[src/rtl/cpu_step_sequencer.sv]
// Multi-cycle control sequencer for the 8-bit CPU: owns the PC and steps each
// instruction through FETCH/DECODE/EXECUTE/MEM/WRITEBACK with run/step/halt control.
module cpu_step_sequencer #(
  parameter int unsigned PC_W  = 8,
  parameter int unsigned CNT_W = 16
) (
  input  logic             clk,
  input  logic             reset,
  input  logic             run,
  input  logic             step,
  input  logic [3:0]       opcode,
  input  logic             zero_flag,
  input  logic [PC_W-1:0]  branch_target,
  input  logic             imem_ack,
  input  logic             dmem_ack,
  output logic [PC_W-1:0]  pc,
  output logic             imem_req,
  output logic             ir_load,
  output logic             dmem_req,
  output logic             dmem_we,
  output logic             alu_en,
  output logic             reg_we,
  output logic             instr_done,
  output logic             halted,
  output logic [2:0]       state,
  output logic [CNT_W-1:0] retired
);

  typedef enum logic [2:0] {
    S_IDLE      = 3'd0,
    S_FETCH     = 3'd1,
    S_DECODE    = 3'd2,
    S_EXECUTE   = 3'd3,
    S_MEM       = 3'd4,
    S_WRITEBACK = 3'd5,
    S_HALT      = 3'd6
  } state_t;

  localparam logic [3:0] OP_LD   = 4'b0100;
  localparam logic [3:0] OP_ST   = 4'b0101;
  localparam logic [3:0] OP_BEQ  = 4'b0110;
  localparam logic [3:0] OP_HALT = 4'b1111;

  state_t state_q;
  state_t state_d;
  state_t ret_state;
  logic   is_alu;
  logic   is_ld;
  logic   is_st;
  logic   is_beq;
  logic   is_halt;
  logic   br_take;

  assign is_alu    = (opcode[3:2] == 2'b00);
  assign is_ld     = (opcode == OP_LD);
  assign is_st     = (opcode == OP_ST);
  assign is_beq    = (opcode == OP_BEQ);
  assign is_halt   = (opcode == OP_HALT);
  assign ret_state = run ? S_FETCH : S_IDLE;
  assign state     = state_q;

  // State register
  always_ff @(posedge clk or posedge reset) begin
    if (reset) begin
      state_q <= S_IDLE;
    end else begin
      state_q <= state_d;
    end
  end

  // Next-state logic
  always_comb begin
    state_d = state_q;
    case (state_q)
      S_IDLE: begin
        if (run || step) state_d = S_FETCH;
      end
      S_FETCH: begin
        if (imem_ack) state_d = S_DECODE;
      end
      S_DECODE: begin
        if (is_alu || is_beq)     state_d = S_EXECUTE;
        else if (is_ld || is_st)  state_d = S_MEM;
        else if (is_halt)         state_d = S_HALT;
        else                      state_d = ret_state;
      end
      S_EXECUTE: begin
        state_d = is_beq ? ret_state : S_WRITEBACK;
      end
      S_MEM: begin
        if (dmem_ack) state_d = is_st ? ret_state : S_WRITEBACK;
      end
      S_WRITEBACK: begin
        state_d = ret_state;
      end
      S_HALT: begin
        state_d = S_HALT;
      end
      default: begin
        state_d = S_IDLE;
      end
    endcase
  end

  // Strobes decoded from state and opcode
  always_comb begin
    imem_req   = 1'b0;
    ir_load    = 1'b0;
    dmem_req   = 1'b0;
    dmem_we    = 1'b0;
    alu_en     = 1'b0;
    reg_we     = 1'b0;
    instr_done = 1'b0;
    halted     = 1'b0;
    br_take    = 1'b0;
    case (state_q)
      S_FETCH: begin
        imem_req = 1'b1;
        ir_load  = imem_ack;
      end
      S_DECODE: begin
        instr_done = !(is_alu || is_beq || is_ld || is_st);
      end
      S_EXECUTE: begin
        if (is_beq) begin
          instr_done = 1'b1;
          br_take    = zero_flag;
        end else begin
          alu_en = 1'b1;
        end
      end
      S_MEM: begin
        dmem_req   = 1'b1;
        dmem_we    = is_st;
        instr_done = is_st && dmem_ack;
      end
      S_WRITEBACK: begin
        reg_we     = 1'b1;
        instr_done = 1'b1;
      end
      S_HALT: begin
        halted = 1'b1;
      end
      default: begin
        halted = 1'b0;
      end
    endcase
  end

  // Program counter: sequential fetch, overridden by a taken branch
  always_ff @(posedge clk or posedge reset) begin
    if (reset) begin
      pc <= '0;
    end else if (ir_load) begin
      pc <= pc + PC_W'(1);
    end else if (br_take) begin
      pc <= branch_target;
    end
  end

  // Retired-instruction counter
  always_ff @(posedge clk or posedge reset) begin
    if (reset) begin
      retired <= '0;
    end else if (instr_done) begin
      retired <= retired + CNT_W'(1);
    end
  end

endmodule

[config.mk]
export PLATFORM = sky130hd
export DESIGN_NAME = cpu_step_sequencer
export DESIGN_NICKNAME = d
export VERILOG_FILES = /design/src/rtl/cpu_step_sequencer.sv
export SDC_FILE = /design/constraint.sdc
export NUM_CORES = 1
export LEC_CHECK = 0
export ABC_AREA = 1
export CAP_MARGIN = 20
export CORE_UTILIZATION = 45
export CTS_BUF_LIST = sky130_fd_sc_hd__clkbuf_4
export CTS_CLUSTER_SIZE = 16
export DETAILED_ROUTE_END_ITERATION = 8
export PLACE_DENSITY = 0.79
export SETUP_SLACK_MARGIN = 0.02
export SYNTH_ARGS = -nofsm -noshare
export SYNTH_HDL_FRONTEND = slang
export SYNTH_SLANG_ARGS = --single-unit
export TNS_END_PERCENT = 5
[constraint.sdc]
create_clock -name clk -period 1.3 [get_ports clk]
set_clock_uncertainty 0.05 [all_clocks]
set_input_delay 0.26 -clock clk [delete_from_list [all_inputs] [get_ports clk]]
set_output_delay 0.26 -clock clk [all_outputs]
set_load 0.01 [all_outputs]
==> flow_metrics.env <==
export IMPL_synth_edff_count=0
export IMPL_cts_buffers_inserted=3
export IMPL_yosysWarningCount=0
export IMPL_fillCellCount=274
export IMPL_start_util=0.476
export IMPL_finalPower_mw=4.87
export IMPL_viasPerCell=5.06
export IMPL_drtPass1Iterations=4
export IMPL_period_minus_slack_ps=1810
export IMPL_worst_slew_pin_slew_ps=329
export IMPL_cp_top_family="buffers and inverters"
export IMPL_yosysSeqAreaShare=0.347
export IMPL_setup_viol=39
export IMPL_ys_flop_type="dfrtp_1"
export IMPL_p_int_mw=2.78
export IMPL_io_buffers=53
export IMPL_ys_seq_elements=27
export IMPL_violations="negative setup slack"
export IMPL_clk_insertion_delay_late_ps=330
export IMPL_slew_headroom=0.779
export IMPL_rsz0062_at_grt="yes"
export IMPL_synth_avg_cell_area_um2=6.92
export IMPL_max_freq_mhz=553
export IMPL_cts_num_sinks=27
export IMPL_cts_hold_buf=0
export IMPL_grt_overflow=0
export IMPL_hold_slack_ps=176
export IMPL_cp_start_kind="primary input"
export IMPL_worst_path_max_delay_cell="clkdlybuf4s50_1"
export IMPL_cts_buffer_depth=2
export IMPL_path_cells="clkdlybuf4s50_1, inv_1, o21ai_1, nand3_4, nand4_4, buf_6"
export IMPL_slew_viol_final=0
export IMPL_power_leakage_nw=1.68
export IMPL_cp_data_arrival_time_ps=1500
export IMPL_diodes=0
export IMPL_grt_pass1_vias=2149
export IMPL_worstPathMaxFanout=3
export IMPL_synth_fp_nets=302
export IMPL_yosys_area_share_simple=0.435
export IMPL_die_y_um=67.8
export IMPL_coreArea_um2=4090
export IMPL_synthAdderAreaFrac=0.0129
export IMPL_power_switching_mw=2.09
export IMPL_vdd_drop_max_v=0.000943
export IMPL_maxCapViolCount=0
export IMPL_ant_nets=0
export IMPL_synth_top_family_by_area="simple AND/OR/NAND/NOR gates"
export IMPL_critPathRequiredTime_ps=990
export IMPL_critical_path_buf_inv_count=3
export IMPL_cts_root_buffer="clkbuf_4"
export IMPL_worst_setup_path_type="primary input to output port"
export IMPL_die_w_um=67.8
export IMPL_outcome="finished, violations left"
export IMPL_end_kind="output port"
export IMPL_synth_xor_area_frac=0.0540
export IMPL_grt_usage=0.275
export IMPL_synth_area_top_cells="dfrtp_1 (35%), nand2_1 (19%), inv_1 (6.6%)"
export IMPL_seq_power_share=0.272
export IMPL_wl_per_cell_um=13.7
export IMPL_hold_viol=0
export IMPL_syn_instance_count=281
export IMPL_pwr_share_clk=0.080
export IMPL_drtIter0Drc=132
export IMPL_dp_slack_ps=-950
export IMPL_grt_max_degree=28
export IMPL_cts_tree="built"
export IMPL_synthArstFlopShare=1.00
export IMPL_grt_pass1_wl_um=9530
export IMPL_antenna_found_initial=0
export IMPL_hpwlAfterDp_um=4090
export IMPL_cts_htree_levels=1
export IMPL_dieArea_um2=4590
export IMPL_clkTransAtPathRegs_ps=160
export IMPL_io_pins=54
export IMPL_floorplan_rows=23
export IMPL_yosys_area_top_type="dfrtp_1"
export IMPL_syn_cell_area_um2=1950
export IMPL_pwr_share_comb=0.648
export IMPL_drc=0
export IMPL_place_inst=439
export IMPL_synth_top_area_frac=0.347
export IMPL_p_per_area_nw_per_um2=1530
export IMPL_synth_mux_area_frac=0
export IMPL_synth_compound_area_frac=0.0534
export IMPL_synth_distinct_cells=33
export IMPL_drive_gt1_frac=0.419
export IMPL_worstHoldPathType="primary input to asynchronous set/reset pin"
export IMPL_layout_nets=428
export IMPL_drt_wl_total_um=6250
export IMPL_vias=2309
export IMPL_fin_cells=456
export IMPL_finalCritPeriodShare=1.39
export IMPL_crit_path_max_incr_delay_ps=570
export IMPL_place_congestion=0.887
export IMPL_area_growth_pct=64.1
export IMPL_timing_final_ws_setup_ps=-509
export IMPL_p_sw_frac=0.429
export IMPL_fin_setup_tns_ps=-13320
-- layout by cell type (no fill, tap or decap), types with 2 or more instances in the layout --
| master | n |
|---|---|
| a21boi_1 | 2 |
| nor2_4 | 5 |
| nand3_4 | 5 |
| inv_1 | 28 |
| xor2_1 | 7 |
| inv_4 | 2 |
| nand4_1 | 3 |
| nor2_2 | 3 |
| o21ai_0 | 5 |
| o21ai_1 | 3 |
| nand3_1 | 18 |
| o211ai_1 | 3 |
| buf_6 | 26 |
| nor3_1 | 7 |
| nand2_4 | 2 |
| nand2_1 | 95 |
| nand2_2 | 15 |
| xnor2_1 | 5 |
| inv_2 | 6 |
| buf_4 | 56 |
| nor2_1 | 18 |
| a21oi_1 | 2 |
| nand3_2 | 2 |
| buf_2 | 23 |
| or2_2 | 2 |
| clkbuf_4 | 3 |
| dfrtp_1 | 19 |
| clkdlybuf4s50_1 | 16 |
| ha_1 | 2 |
| inv_8 | 2 |
| dfrtp_2 | 8 |
-- power by group through the flow --
stage                     clock, mW  sequential [mW]  combinational [mW]
after floorplan                   0             1.44                1.17
after global placement            0             1.31                2.59
after detailed placement          0             1.32                2.64
after CTS                     0.400             1.31                2.93
after global routing          0.427             1.35                3.42
final                         0.392             1.32                3.16
-- worst paths after layout --
path	startpoint	to	slack [ps]	cells past startpoint
min in group clk	pc[7]	pc[7]	500	2
worst max-delay path	opcode[3]	instr_done	-510	6
worst min register to register	pc[7]	pc[7]	500	2
worst max register to register	state[1]	pc[2]	-410	12
max in group asynchronous	reset	retired[7]	850	3
worst min-delay path	reset	pc[1]	180	3
-- worst reg2reg max path, cell delays in order (launching register included) --
cell	delay, ps
dfrtp_2	470
buf_6	140
inv_8	60
buf_6	100
nand3_4	80
nor2_4	130
buf_8	160
inv_8	50
buf_6	120
nand2_2	50
nand2_1	50
nand2_1	90
o21ai_1	80
-- area by class of cell --
class | count | area, µm² | area share
Sequential cell | 27 | 686 | 0.215
Clock buffer | 3 | 22.5 | 0.00706
Timing Repair Buffer | 125 | 1040 | 0.327
Multi-Input combinational cell | 212 | 1210 | 0.378
Inverter | 38 | 163 | 0.0510
Clock inverter | 1 | 7.51 | 0.00235
Tap cell | 50 | 62.6 | 0.0196
-- through the flow --
step / cell area [µm²] / util
after floorplan: 1960 / -
after global placement: 2960 / 0.725
after detailed placement: 2960 / 0.725
after CTS: 3090 / 0.755
after global routing: 3190 / 0.781
final: 3190 / 0.781
-- synthesized netlist by cell type, types with 2 or more instances --
| library cell | number |
|---|---|
| nor3_1 | 8 |
| inv_2 | 3 |
| a21oi_1 | 2 |
| nand2_2 | 11 |
| nand2_1 | 101 |
| o21ai_0 | 7 |
| buf_6 | 2 |
| nand3_1 | 21 |
| inv_1 | 34 |
| nand3_2 | 3 |
| nor2_1 | 24 |
| o211ai_1 | 3 |
| nand4_1 | 3 |
| dfrtp_1 | 27 |
| or2_2 | 3 |
| xnor2_1 | 5 |
| ha_1 | 2 |
| xor2_1 | 7 |
-- metal layers --
layer	vias up	wire length (µm)	GRT usage
met5	-	0	0
met1	1070	2530	0.333
li1	1129	-	-
met3	17	352	0.0321
met4	0	136	0.0904
met2	93	3230	0.496
-- kinds of logic after synthesis --
group           Yosys count
fa+ha+maj                 2
simple gates            181
buf+inv                  42
xor+xnor                 12
compound gates           17
flops                    27
-- flip-flops by register name, indices dropped and copies added (netlist names) --
name / count
retired: 16
pc: 8
state: 3
-- what timing repair did --
item	in CTS	in global routing
pin swaps	7	6
endpoints found under the setup margin	62	48
gates resized for setup	188	24
setup buffers	9	4
No activity file was read; power rests on OpenSTA's default activity.
